==> src/rtl/upload_req_arbiter_if.sv <==
// Request-upload bus between three upload engines, the arbiter and the outgoing
// request FIFO. The arbiter uses the slave modport; the engine/FIFO side uses master.
interface upload_req_arbiter_if #(
    parameter int FLIT_W = 16
);
    logic [2:0]          v_flit_in;
    logic [3*FLIT_W-1:0] flit_in;
    logic [5:0]          ctrl_in;
    logic [2:0]          rdy_out;
    logic                fifo_rdy_in;
    logic                v_flit_out;
    logic [FLIT_W-1:0]   flit_out;
    logic [1:0]          ctrl_out;

    modport master (
        output v_flit_in,
        output flit_in,
        output ctrl_in,
        output fifo_rdy_in,
        input  rdy_out,
        input  v_flit_out,
        input  flit_out,
        input  ctrl_out
    );

    modport slave (
        input  v_flit_in,
        input  flit_in,
        input  ctrl_in,
        input  fifo_rdy_in,
        output rdy_out,
        output v_flit_out,
        output flit_out,
        output ctrl_out
    );
endinterface

==> src/rtl/upload_req_arbiter.sv <==
// Packet-atomic arbiter of three upload engines onto one request FIFO, with flit-count watchdog.
// Define UPLOAD_ARB_RR_EN for round-robin selection; otherwise fixed priority 2 > 1 > 0.
module upload_req_arbiter #(
    parameter int FLIT_W    = 16,
    parameter int MAX_FLITS = 11
) (
    input  logic                 clk,
    input  logic                 rst,
    upload_req_arbiter_if.slave  bus,
    output logic [1:0]           grant_id,
    output logic [1:0]           fsm_state,
    output logic                 err_len
);

    typedef enum logic [1:0] {
        IDLE = 2'b00,
        BUSY = 2'b01
    } state_t;

    localparam logic [1:0] NO_OWNER  = 2'd3;
    localparam logic [1:0] CTRL_HEAD = 2'b01;
    localparam logic [1:0] CTRL_TAIL = 2'b11;
    localparam logic [3:0] MAX_CNT   = 4'(MAX_FLITS);

    state_t             state_q, state_d;
    logic [1:0]         owner_q, owner_d;
    logic [3:0]         count_q, count_d;
    logic               err_len_q, err_len_d;

    logic [FLIT_W-1:0]  req_flit [3];
    logic [1:0]         req_ctrl [3];
    logic [2:0]         eligible;
    logic [1:0]         winner;

    logic               own_v;
    logic [FLIT_W-1:0]  own_flit;
    logic [1:0]         own_ctrl;
    logic               xfer;
    logic [3:0]         count_inc;

    generate
        for (genvar gi = 0; gi < 3; gi++) begin : g_req
            assign req_flit[gi] = bus.flit_in[gi*FLIT_W +: FLIT_W];
            assign req_ctrl[gi] = bus.ctrl_in[2*gi +: 2];
            assign eligible[gi] = bus.v_flit_in[gi] && (req_ctrl[gi] == CTRL_HEAD);
        end
    endgenerate

    // Owner's lane, forced quiet when nobody owns the FIFO.
    always_comb begin
        own_v    = 1'b0;
        own_flit = '0;
        own_ctrl = 2'b00;
        case (owner_q)
            2'd0: begin
                own_v    = bus.v_flit_in[0];
                own_flit = req_flit[0];
                own_ctrl = req_ctrl[0];
            end
            2'd1: begin
                own_v    = bus.v_flit_in[1];
                own_flit = req_flit[1];
                own_ctrl = req_ctrl[1];
            end
            2'd2: begin
                own_v    = bus.v_flit_in[2];
                own_flit = req_flit[2];
                own_ctrl = req_ctrl[2];
            end
            default: ;
        endcase
    end

`ifdef UPLOAD_ARB_RR_EN
    logic [1:0] last_q, last_d;

    // Search begins just after the last engine to finish a packet.
    always_comb begin
        winner = 2'd0;
        case (last_q)
            2'd0: begin
                if (eligible[1])      winner = 2'd1;
                else if (eligible[2]) winner = 2'd2;
                else                  winner = 2'd0;
            end
            2'd1: begin
                if (eligible[2])      winner = 2'd2;
                else if (eligible[0]) winner = 2'd0;
                else                  winner = 2'd1;
            end
            default: begin
                if (eligible[0])      winner = 2'd0;
                else if (eligible[1]) winner = 2'd1;
                else                  winner = 2'd2;
            end
        endcase
    end

    always_ff @(posedge clk or negedge rst) begin
        if (!rst) begin
            last_q <= 2'd2;
        end else begin
            last_q <= last_d;
        end
    end
`else
    always_comb begin
        winner = 2'd0;
        if (eligible[2])      winner = 2'd2;
        else if (eligible[1]) winner = 2'd1;
    end
`endif

    assign xfer      = (state_q == BUSY) && own_v && bus.fifo_rdy_in;
    assign count_inc = count_q + 4'd1;

    always_comb begin
        state_d        = state_q;
        owner_d        = owner_q;
        count_d        = count_q;
        err_len_d      = 1'b0;
`ifdef UPLOAD_ARB_RR_EN
        last_d         = last_q;
`endif
        bus.rdy_out    = 3'b000;
        bus.v_flit_out = 1'b0;
        bus.flit_out   = '0;
        bus.ctrl_out   = 2'b00;

        case (state_q)
            IDLE: begin
                if (|eligible) begin
                    state_d = BUSY;
                    owner_d = winner;
                    count_d = 4'd0;
                end
            end
            BUSY: begin
                case (owner_q)
                    2'd0:    bus.rdy_out = {2'b00, bus.fifo_rdy_in};
                    2'd1:    bus.rdy_out = {1'b0, bus.fifo_rdy_in, 1'b0};
                    2'd2:    bus.rdy_out = {bus.fifo_rdy_in, 2'b00};
                    default: bus.rdy_out = 3'b000;
                endcase
                bus.v_flit_out = own_v;
                bus.flit_out   = own_flit;
                bus.ctrl_out   = own_ctrl;

                // A stray head mid-packet is just data; only tail or overrun end the grant.
                if (xfer) begin
                    count_d = count_inc;
                    if (own_ctrl == CTRL_TAIL) begin
                        state_d = IDLE;
                        owner_d = NO_OWNER;
`ifdef UPLOAD_ARB_RR_EN
                        last_d  = owner_q;
`endif
                    end else if (count_inc == MAX_CNT) begin
                        state_d   = IDLE;
                        owner_d   = NO_OWNER;
                        err_len_d = 1'b1;
                    end
                end
            end
            default: begin
                state_d = IDLE;
                owner_d = NO_OWNER;
            end
        endcase
    end

    always_ff @(posedge clk or negedge rst) begin
        if (!rst) begin
            state_q   <= IDLE;
            owner_q   <= NO_OWNER;
            count_q   <= 4'd0;
            err_len_q <= 1'b0;
        end else begin
            state_q   <= state_d;
            owner_q   <= owner_d;
            count_q   <= count_d;
            err_len_q <= err_len_d;
        end
    end

    assign grant_id  = owner_q;
    assign fsm_state = state_q;
    assign err_len   = err_len_q;

endmodule

==> src/flat_wrapper.sv <==
// flat-port wrapper written by rule: the top's interface ports become plain ports
module upload_req_arbiter_flat 
#(
    parameter int FLIT_W    = 16,
    parameter int MAX_FLITS = 11
)
  (clk, rst, grant_id, fsm_state, err_len, bus_v_flit_in, bus_flit_in, bus_ctrl_in, bus_fifo_rdy_in, bus_rdy_out, bus_v_flit_out, bus_flit_out, bus_ctrl_out);
  upload_req_arbiter_if #(.FLIT_W(FLIT_W)) bus_i ();
  input  logic clk;
  input  logic rst;
  output logic [1:0] grant_id;
  output logic [1:0] fsm_state;
  output logic err_len;
  input wire logic [$bits(bus_i.v_flit_in)-1:0] bus_v_flit_in;
  input wire logic [$bits(bus_i.flit_in)-1:0] bus_flit_in;
  input wire logic [$bits(bus_i.ctrl_in)-1:0] bus_ctrl_in;
  input wire logic [$bits(bus_i.fifo_rdy_in)-1:0] bus_fifo_rdy_in;
  output wire logic [$bits(bus_i.rdy_out)-1:0] bus_rdy_out;
  output wire logic [$bits(bus_i.v_flit_out)-1:0] bus_v_flit_out;
  output wire logic [$bits(bus_i.flit_out)-1:0] bus_flit_out;
  output wire logic [$bits(bus_i.ctrl_out)-1:0] bus_ctrl_out;
  assign bus_i.v_flit_in = bus_v_flit_in;
  assign bus_i.flit_in = bus_flit_in;
  assign bus_i.ctrl_in = bus_ctrl_in;
  assign bus_i.fifo_rdy_in = bus_fifo_rdy_in;
  assign bus_rdy_out = bus_i.rdy_out;
  assign bus_v_flit_out = bus_i.v_flit_out;
  assign bus_flit_out = bus_i.flit_out;
  assign bus_ctrl_out = bus_i.ctrl_out;
  upload_req_arbiter #(.FLIT_W(FLIT_W), .MAX_FLITS(MAX_FLITS)) u_core (.clk(clk), .rst(rst), .bus(bus_i), .grant_id(grant_id), .fsm_state(fsm_state), .err_len(err_len));
endmodule
==> config.mk <==
export PLATFORM = sky130hd
export DESIGN_NAME = upload_req_arbiter_flat
export DESIGN_NICKNAME = d
export VERILOG_FILES = /design/src/rtl/upload_req_arbiter_if.sv /design/src/rtl/upload_req_arbiter.sv /design/src/flat_wrapper.sv
export SDC_FILE = /design/constraint.sdc
export NUM_CORES = 1
export LEC_CHECK = 0
export ABC_CLOCK_PERIOD_IN_PS = 2050
export BUFFER_PORTS_ARGS = -buffer_cell sky130_fd_sc_hd__buf_2
export CORE_MARGIN = 2
export CORE_UTILIZATION = 40
export DETAILED_ROUTE_END_ITERATION = 7
export GPL_TIMING_DRIVEN = 1
export PLACE_DENSITY = 0.79
export SYNTH_ARGS = -nofsm -noshare
export SYNTH_HDL_FRONTEND = slang
export SYNTH_SLANG_ARGS = --single-unit
==> constraint.sdc <==
create_clock -name clk -period 2.05 [get_ports clk]
set_clock_uncertainty 0.05 [all_clocks]
set_input_delay 0.1025 -clock clk [delete_from_list [all_inputs] [get_ports clk]]
set_output_delay 0.1025 -clock clk [all_outputs]
set_load 0.02 [all_outputs]
==> reports/qor.csv, run 1 <==
metric;value;unit
leakage;0.0008315;uW
worst-endpoint-required;1900;ps
setup_viol;0;
end_kind;output pin;
finalWirelength;3308;um
critPathMaxFanout;11;
rr_worst_depth;4;
synth_cell_types;33;
grt_overflow;0;
stdcell_count;255;
synthSimpleGateAreaFrac;28.59;%
io_buffer_count;85;
internal-power;1042;uW
drtIter0Drc;47;
ys_seq_area_share;18.31;%
hold_violations;0;
worstSetupStartpoint;u_core.grant_id[1];
clkLatencyLatePin;260;ps
synth_compound_area_share;23.95;%
grt_start_max_net_pins;26;
num_io_pins;87;
area_growth_syn_to_layout;40.90;%
placement_rows;19;
viasPerCell;5.161;
synth.avg_cell_area;7.743;um2
run_status;completed;
cts_tree;done;
clock-sinks;8;
p_per_area;1417;nW/um2
timing_worst_setup_path_type;flop to output pin;
dpl.cell_count;251;
n_fill_cell;276;
combPwrFrac;77.6;%
rsz0062_at_grt;no;
ir_worst_vdd;1.032;mV
slew_violations;0;
final.min_clock_period;1929;ps
synth-main-ff-cell;dfrtp_1;
final_net_count;288;
finalCoreUtilization;58.08;%
synth_nets;205;
final_layout_size_suffix_gt1_share;45.09;%
ys_top_cells_by_area;mux2i_1, dfrtp_1, and2_1;
min_path_type;input port to asynchronous set/reset pin;
synthXorXnorAreaFrac;0.7910;%
ant_nets;0;
finalCritPeriodShare;94.11;%
synthAdderAreaFrac;2.260;%
drc;0;
clockBufferDepth;2;
crit-reg2reg-capture;u_core.err_len;
cts.clk_slew.worst_paths;60;ps
numCtsBuffers;3;
synth_area_leader_cell;mux2i_1;
cap_violations;0;
die_area;3205;um2
firstDrtPassIters;4;
hpwl;2707;um
synth_warnings;0;
antenna_found_initial;0;
reg2reg_from;u_core.grant_id[0];
coreArea;2686;um2
r2r_setup_slack;320;ps
critPathArrivalTime;1780;ps
cts_htree_levels;1;
netlist.area_leader.share;18.08;%
num_vias;1316;
initial_core_util;41.22;%
synthCells;143;
design_area;1560;um2
switchingPower;1169;uW
synth_top_family_by_area;simple AND/OR/NAND/NOR gates;
start_kind;flop;
grt_pass1_wl;5140;um
synth.ff_latch_count;8;
finalSetupTns;0;ps
p_sw_share;52.87;%
die_y;56.62;um
power.share.clock;5.5;%
diodes;0;
die_w;56.62;um
fmax;0.5184;GHz
placed_area;1524;um2
synth-edff-count;0;
place.gp.congestion;0.8144;
synthMuxAreaShare;18.08;%
grt_pass1_vias;1184;
seqPwrFrac;17.0;%
grt_usage;19.89;%
root_buffer;clkbuf_4;
postSynth.asyncResetShare;100.0;%
synth_area;1107;um2
wire_per_inst;12.97;um
[cells in the final DEF (no fill, tap or decap), types with 2 or more instances in the layout]
| master | synthesis | routed |
|---|---|---|
| a211oi_1 | 2 | 2 |
| a21o_1 | 3 | 3 |
| a21oi_1 | 2 | 2 |
| and2_1 | 19 | 19 |
| buf_2 | 2 | 85 |
| buf_4 | 2 | 4 |
| clkbuf_4 | 0 | 3 |
| dfrtp_1 | 6 | 6 |
| ha_1 | 2 | 2 |
| inv_1 | 2 | 2 |
| mux2i_1 | 20 | 20 |
| nand2_1 | 22 | 22 |
| nand2b_1 | 2 | 2 |
| nand3_1 | 2 | 2 |
| nand3b_1 | 4 | 4 |
| nor2_1 | 3 | 3 |
| nor3_1 | 4 | 4 |
| o21ai_0 | 20 | 20 |
| o2bb2ai_1 | 2 | 2 |
| o2bb2ai_2 | 2 | 2 |
| o32a_1 | 2 | 2 |
[final cells by class]
class                      count  area [um2]  share of cell area, %
clock buffer                   3       22.52                  1.443
tap                           31       38.79                  2.486
timing repair buffer          90       465.4                  29.83
sequential                     8       206.4                  13.23
multi-input combinational    121       819.5                  52.53
inverter                       2       7.507                 0.4812
[cell families after synthesis]
| group | Yosys count |
|---|---|
| compound gates | 38 |
| xor+xnor | 1 |
| fa+ha+maj | 2 |
| buf+inv | 14 |
| flops | 8 |
| mux | 20 |
| other cells | 1 |
| simple gates | 59 |
[repair_timing]
action | 4_1_cts | 5_1_grt
buffers inserted | 0 | 0
hold buffers | 1 | 0
hold endpoints to repair | 8 | 0
setup endpoints to repair | 0 | 11
gates resized for setup | 0 | 1
[metal layers]
| layer | wire, um | part of all wire [%] | track usage [%] |
|---|---|---|---|
| met1 | 1357 | 41 | 24.93 |
| met3 | 313 | 9.5 | 3.917 |
| met5 | 0 | 0 | 0 |
| met4 | 17 | 0.51 | 4.762 |
| met2 | 1620 | 49 | 34.72 |
[state kept, by name, indices dropped and copies added (netlist names)]
register,flops
u_core.count_q,4
u_core.err_len,1
u_core.fsm_state,1
u_core.grant_id,2
[cell usage after synthesis, drive strengths merged, types with 3 or more instances]
cell     instances
o21ai           20
buf              7
and2            19
a21o             3
nand3b           4
dfrtp            6
clkbuf           5
nor3             4
nor2             3
mux2i           20
nand3            3
a211oi           3
nand2           22
o2bb2ai          4
[metrics by stage]
step,hold slack [ps],power (uW),worst slack [ps]
3_3_place_gp,-99.99,2070,365.1
4_1_cts,147.4,2226,55.99
5_1_grt,178.7,2403,5.366
3_5_place_dp,-97.77,2096,306.1
6_report,157.5,2211,120.8
2_1_floorplan,-243.1,1664,372.7
[worst max-delay path: stages (launching register included)]
cell and delay, ps:
dfstp_4 710, buf_4 220, mux2i_1 220, o21ai_0 80
and2_1 150, buf_2 150
[worst max-delay path by stage]
stage | end | slack [ps]
3_3_place_gp | bus_flit_out[3] | 370
2_1_floorplan | bus_rdy_out[1] | 370
6_report | bus_flit_out[3] | 120
4_1_cts | bus_flit_out[4] | 60
3_5_place_dp | u_core.count_q[3] | 310
5_1_grt | bus_flit_out[2] | 5
[power groups by stage]
stage	clock network (uW)	registers [uW]	logic [uW]
detailed placement	0	370	1730
global route	133	392	1880
global placement	0	366	1700
floorplan	0	330	1330
CTS	128	367	1730
finish	121	375	1710
Power figures use the tool's default switching activity.
==> run 2: changes to the inputs <==
--- a/config.mk
+++ b/config.mk
@@ -7,8 +7,10 @@
 export LEC_CHECK = 0
 export ABC_CLOCK_PERIOD_IN_PS = 2050
 export BUFFER_PORTS_ARGS = -buffer_cell sky130_fd_sc_hd__buf_2
+export CORE_ASPECT_RATIO = 1.1
 export CORE_MARGIN = 2
 export CORE_UTILIZATION = 40
+export CTS_CLUSTER_DIAMETER = 150
 export DETAILED_ROUTE_END_ITERATION = 7
 export GPL_TIMING_DRIVEN = 1
 export PLACE_DENSITY = 0.79
==> run 2 against run 1 <==
Clock power grew 12%. Fmax shrank 1.0%. Utilization grew 1.0 points. Die area is essentially flat. Combinational power grew 4%. Cell count grew 2.4%. Routed wire length shrank 3.6%. Non-clock buffer count grew 3. Worst setup slack lost 20 ps. Sequential power grew 4%. Global-route usage shrank 0.50 points. Via count grew 1.2%. Critical path type unchanged. Largest cell class unchanged.
==> reports/qor.csv, run 2 (synthesis results as in run 1) <==
metric;value;unit;change
grt_usage;19.38;%;-0.50 points
n_fill_cell;265;;-4.0%
grt_start_max_net_pins;18;;-31%
cts_tree;done;;
leakage;0.0008523;uW;+2.5%
num_vias;1332;;+1.2%
final.min_clock_period;1949;ps;+20.01 ps
combPwrFrac;77.1;%;-0.5 points
initial_core_util;40.97;%;-0.25 points
p_per_area;1440;nW/um2;+1.6%
stdcell_count;261;;+2.4%
antenna_found_initial;0;;unchanged
p_sw_share;52.03;%;-0.84 points
run_status;completed;;
io_buffer_count;85;;unchanged
num_io_pins;87;;unchanged
largest_register_ffs;4;;unchanged
drc;0;;unchanged
area_growth_syn_to_layout;44.29;%;
grt_pass1_vias;1046;;-12%
rsz0062_at_grt;no;;
dr_wl_met2;1428;um;-12%
critPathArrivalTime;1800;ps;+20 ps
hold_violations;0;;unchanged
viasPerCell;5.103;;-1.1%
drtIter0Drc;23;;-51%
fmax;0.5130;GHz;-1.0%
ant_nets;0;;unchanged
finalCritPeriodShare;95.08;%;+0.98 points
clockBufferDepth;2;;unchanged
end_kind;output pin;;
finalSetupTns;0;ps;unchanged
final_cell_mix;buf_2, nand2_1, mux2i_1, o21ai_0, and2_1;;
ir_worst_vdd;0.6335;mV;-39%
cap_violations;0;;unchanged
internal-power;1104;uW;+5.9%
clkLatencyLatePin;260;ps;about the same
met3_length;383;um;+22%
cts.clk_slew.worst_paths;60;ps;about the same
slew_violations;0;;unchanged
grt_overflow;0;;unchanged
place.gp.congestion;0.9210;;+13%
hpwl;2605;um;-3.8%
switchingPower;1197;uW;+2.4%
diodes;0;;unchanged
grt_pass1_wl;4588;um;-11%
critPathMaxFanout;9;;-2
cts_resized;0;;unchanged
root_buffer;clkbuf_4;;
finalWirelength;3189;um;-3.6%
dpl.cell_count;255;;+1.6%
start_kind;flop;;
maxUsedRoutingLayer;met4;;
die_area;3205;um2;about the same
numCtsBuffers;3;;unchanged
final_net_count;291;;+1.0%
seqPwrFrac;17.0;%;about the same
final_common_cell;buf_2;;
timing_worst_setup_path_type;flop to output pin;;
clock-sinks;8;;unchanged
final_layout_size_suffix_gt1_share;45.61;%;+0.52 points
worst-endpoint-required;1900;ps;about the same
coreArea;2703;um2;+0.61%
firstDrtPassIters;4;;unchanged
die_y;59.18;um;+4.5%
setup_viol;0;;unchanged
met1_length;1332;um;-1.8%
cts_htree_levels;1;;unchanged
die_w;54.17;um;-4.3%
top_register;u_core.count_q;;
placement_rows;20;;+1
min_path_type;input port to flop;;
wire_per_inst;12.22;um;-5.8%
power.share.clock;5.9;%;+0.4 points
run 2: timing repair:
action	in CTS	in global routing
hold buffers	1	0
endpoints found under the setup margin	0	14
buffers inserted	0	1
endpoints found under the hold margin	8	0
run 2: path summary, 6_finish.rpt:
check                                   start                  end  slack, ps  cells past startpoint
min reg2reg                 u_core.count_q[3]    u_core.count_q[3]        530                      1
max in group asynchronous                 rst   u_core.grant_id[0]       1550                      2
max                        u_core.grant_id[1]      bus_ctrl_out[1]        100                      5
min in group asynchronous                 rst       u_core.err_len        150                      2
max reg2reg                u_core.grant_id[1]  u_core.fsm_state[0]        280                      5
min                           bus_fifo_rdy_in       u_core.err_len        130                      3
run 2: layer usage:
metal  up-vias  track usage, %
li1        675               -
met4         0           7.500
met3         4           1.768
met1       584           25.08
met2        69           32.70
met5         -               0
run 2: cell type report:
| class | count | area [um2] | share of cell area (%) |
|---|---|---|---|
| Timing Repair Buffer | 93 | 500.5 | 31.32 |
| Inverter | 2 | 7.507 | 0.4699 |
| Clock buffer | 4 | 26.28 | 1.644 |
| Tap cell | 33 | 41.29 | 2.584 |
| Sequential cell | 8 | 202.7 | 12.69 |
| Multi-Input combinational cell | 121 | 819.5 | 51.29 |
run 2: per-stage QoR:
step	utilization, %	area, um2	total power (uW)	hold WS (ps)	worst slack (ps)
floorplan	-	1107	1664	-243.1	372.7
global placement	57.50	1554	2142	-99.70	324.1
detailed placement	57.50	1554	2162	-97.41	274.7
CTS	58.84	1590	2301	135.6	15.46
global route	59.12	1598	2496	149.3	31.08
finish	59.12	1598	2301	132.0	100.8
run 2: critical path, stage by stage, from the launching register on:
cell       delay (ps)
dfstp_2           680
buf_4             210
mux2i_1           220
o2bb2ai_2         110
and2_1            170
buf_2             150
run 2: power groups by stage:
| stage | clock, uW | sequential [uW] | combinational (uW) |
|---|---|---|---|
| 2_1_floorplan | 0 | 330 | 1330 |
| 6_report | 135 | 390 | 1770 |
| 5_1_grt | 144 | 406 | 1950 |
| 3_3_place_gp | 0 | 391 | 1750 |
| 4_1_cts | 137 | 390 | 1770 |
| 3_5_place_dp | 0 | 391 | 1770 |
==> run 3: changes to the inputs <==
--- a/config.mk
+++ b/config.mk
@@ -5,7 +5,7 @@
 export SDC_FILE = /design/constraint.sdc
 export NUM_CORES = 1
 export LEC_CHECK = 0
-export ABC_CLOCK_PERIOD_IN_PS = 2050
+export ABC_CLOCK_PERIOD_IN_PS = 2120
 export BUFFER_PORTS_ARGS = -buffer_cell sky130_fd_sc_hd__buf_2
 export CORE_ASPECT_RATIO = 1.1
 export CORE_MARGIN = 2
==> constraint.sdc (replaced) <==
create_clock -name clk -period 2.12 [get_ports clk]
set_clock_uncertainty 0.05 [all_clocks]
set_input_delay 0.106 -clock clk [delete_from_list [all_inputs] [get_ports clk]]
set_output_delay 0.106 -clock clk [all_outputs]
set_load 0.02 [all_outputs]
==> run 3 against run 2 <==
Via count shrank 1.2%. Sequential cell count unchanged. Register-to-register slack better by 60 ps. Global-route usage fell by 0.34 points. Sequential share of layout area increased by 0.22 points. Critical endpoint is now bus_flit_out[1].
==> reports/qor.csv, run 3 (synthesis results as in run 1) <==
metric;value;unit;change
run_status;completed;;
diodes;0;;unchanged
finalCoreUtilization;58.10;%;-1.0 points
ir_worst_vdd;0.8843;mV;+40%
worst-endpoint-required;1960;ps;+60 ps
die_y;59.18;um;unchanged
finalCritPeriodShare;92.45;%;
cap_violations;0;;unchanged
io_buffer_count;85;;unchanged
hpwl;2475;um;-5.0%
min_path_type;input port to flop;;
drtIter0Drc;16;;-30%
place.gp.congestion;0.8751;;-5.0%
largest_register_ffs;4;;unchanged
num_io_pins;87;;unchanged
cts_resized;0;;unchanged
clkLatencyLatePin;260;ps;about the same
critPathArrivalTime;1800;ps;about the same
antenna_found_initial;0;;unchanged
timing_worst_setup_path_type;flop to output pin;;
finalWirelength;3070;um;-3.7%
viasPerCell;5.081;;-0.44%
min_to;u_core.count_q[3];;
hold_violations;0;;unchanged
wire_per_inst;11.85;um;-3.0%
placement_rows;20;;unchanged
grt_start_max_net_pins;26;;+8
die_w;54.17;um;unchanged
dpl.cell_count;254;;-0.39%
final_net_count;289;;-0.69%
min_path_cells;3;;unchanged
p_per_area;1373;nW/um2;-4.6%
slew_violations;0;;unchanged
final_layout_size_suffix_gt1_share;45.13;%;-0.48 points
fin_hold_ws;155.9;ps;+23.92 ps
numCtsBuffers;3;;unchanged
top_register;u_core.count_q;;
clockBufferDepth;2;;unchanged
start_kind;flop;;
coreArea;2703;um2;unchanged
leakage;0.0008376;uW;-1.7%
crit-reg2reg-capture;u_core.fsm_state[0];;
final_cell_mix;buf_2, nand2_1, mux2i_1, o21ai_0, and2_1;;
postCtsSetupBuffers;0;;unchanged
critPathMaxFanout;11;;+2
stdcell_count;259;;-0.77%
grt_overflow;0;;unchanged
initial_core_util;40.97;%;unchanged
fin_ws;160.0;ps;+59.20 ps
cts_htree_levels;1;;unchanged
drc;0;;unchanged
rsz0062_at_grt;no;;
setup_viol;0;;unchanged
r2r_setup_slack;340;ps;+60 ps
area_growth_syn_to_layout;41.81;%;
grt_pass1_vias;1086;;+3.8%
num_vias;1316;;-1.2%
finalSetupTns;0;ps;unchanged
grt_usage;19.05;%;-0.34 points
clock-sinks;8;;unchanged
rr_worst_depth;5;;unchanged
final.min_clock_period;1960;ps;
min_from;bus_fifo_rdy_in;;
ctsHoldBuffers;1;;unchanged
grt_pass1_wl;4602;um;+0.31%
cts.clk_slew.worst_paths;60;ps;about the same
firstDrtPassIters;4;;unchanged
ant_nets;0;;unchanged
root_buffer;clkbuf_4;;
final_common_cell;buf_2;;
pre_cts_ws;360.4;ps;+85.71 ps
reg2reg_from;u_core.grant_id[0];;
end_kind;output pin;;
fmax;0.5102;GHz;
cts_tree;done;;
die_area;3205;um2;unchanged
==> run 3: critical path, stage by stage, from the launching register on <==
cell     delay, ps
dfstp_2        680
buf_4          280
mux2i_1        200
o21ai_0         80
and2_1         160
buf_2          150
==> run 3: through the flow <==
stage          power (uW)  instance area (um2)
6_report             2156                 1570
5_1_grt              2362                 1570
4_1_cts              2176                 1570
3_5_place_dp         2043                 1534
3_3_place_gp         2022                 1534
2_1_floorplan        1609                 1107
==> run 3: routing by layer <==
layer	wire length, um	GRT usage (%)
met3	349	2.020
met2	1392	32.01
met4	46	7.857
met5	0	0
met1	1281	24.33
==> run 3: area by class of cell <==
| class | instances | area [um2] |
|---|---|---|
| fill | 271 | 1132 |
| multi-input combinational | 121 | 819.5 |
| timing repair buffer | 91 | 473.0 |
| sequential | 8 | 202.7 |
| tap | 33 | 41.29 |
| clock buffer | 4 | 26.28 |
| inverter | 2 | 7.507 |
==> run 3: worst max-delay path by stage <==
stage                             from                  end  slack (ps)  cells after the start
floorplan           u_core.grant_id[0]       bus_rdy_out[1]         440                      4
global placement    u_core.grant_id[0]  u_core.fsm_state[0]         360                      5
detailed placement  u_core.grant_id[0]  u_core.fsm_state[0]         360                      5
CTS                 u_core.grant_id[1]      bus_flit_out[1]         140                      5
global route        u_core.grant_id[1]      bus_flit_out[5]           6                      5
finish              u_core.grant_id[1]      bus_flit_out[1]         160                      5
==> run 3: report_power, final <==
| part | total [uW] | switching [uW] | internal [uW] |
|---|---|---|---|
| Clock | 127 | 55.1 | 72.2 |
| Combinational | 1690 | 972 | 719 |
| Sequential | 338 | 109 | 228 |
| Total | 2160 | 1140 | 1020 |
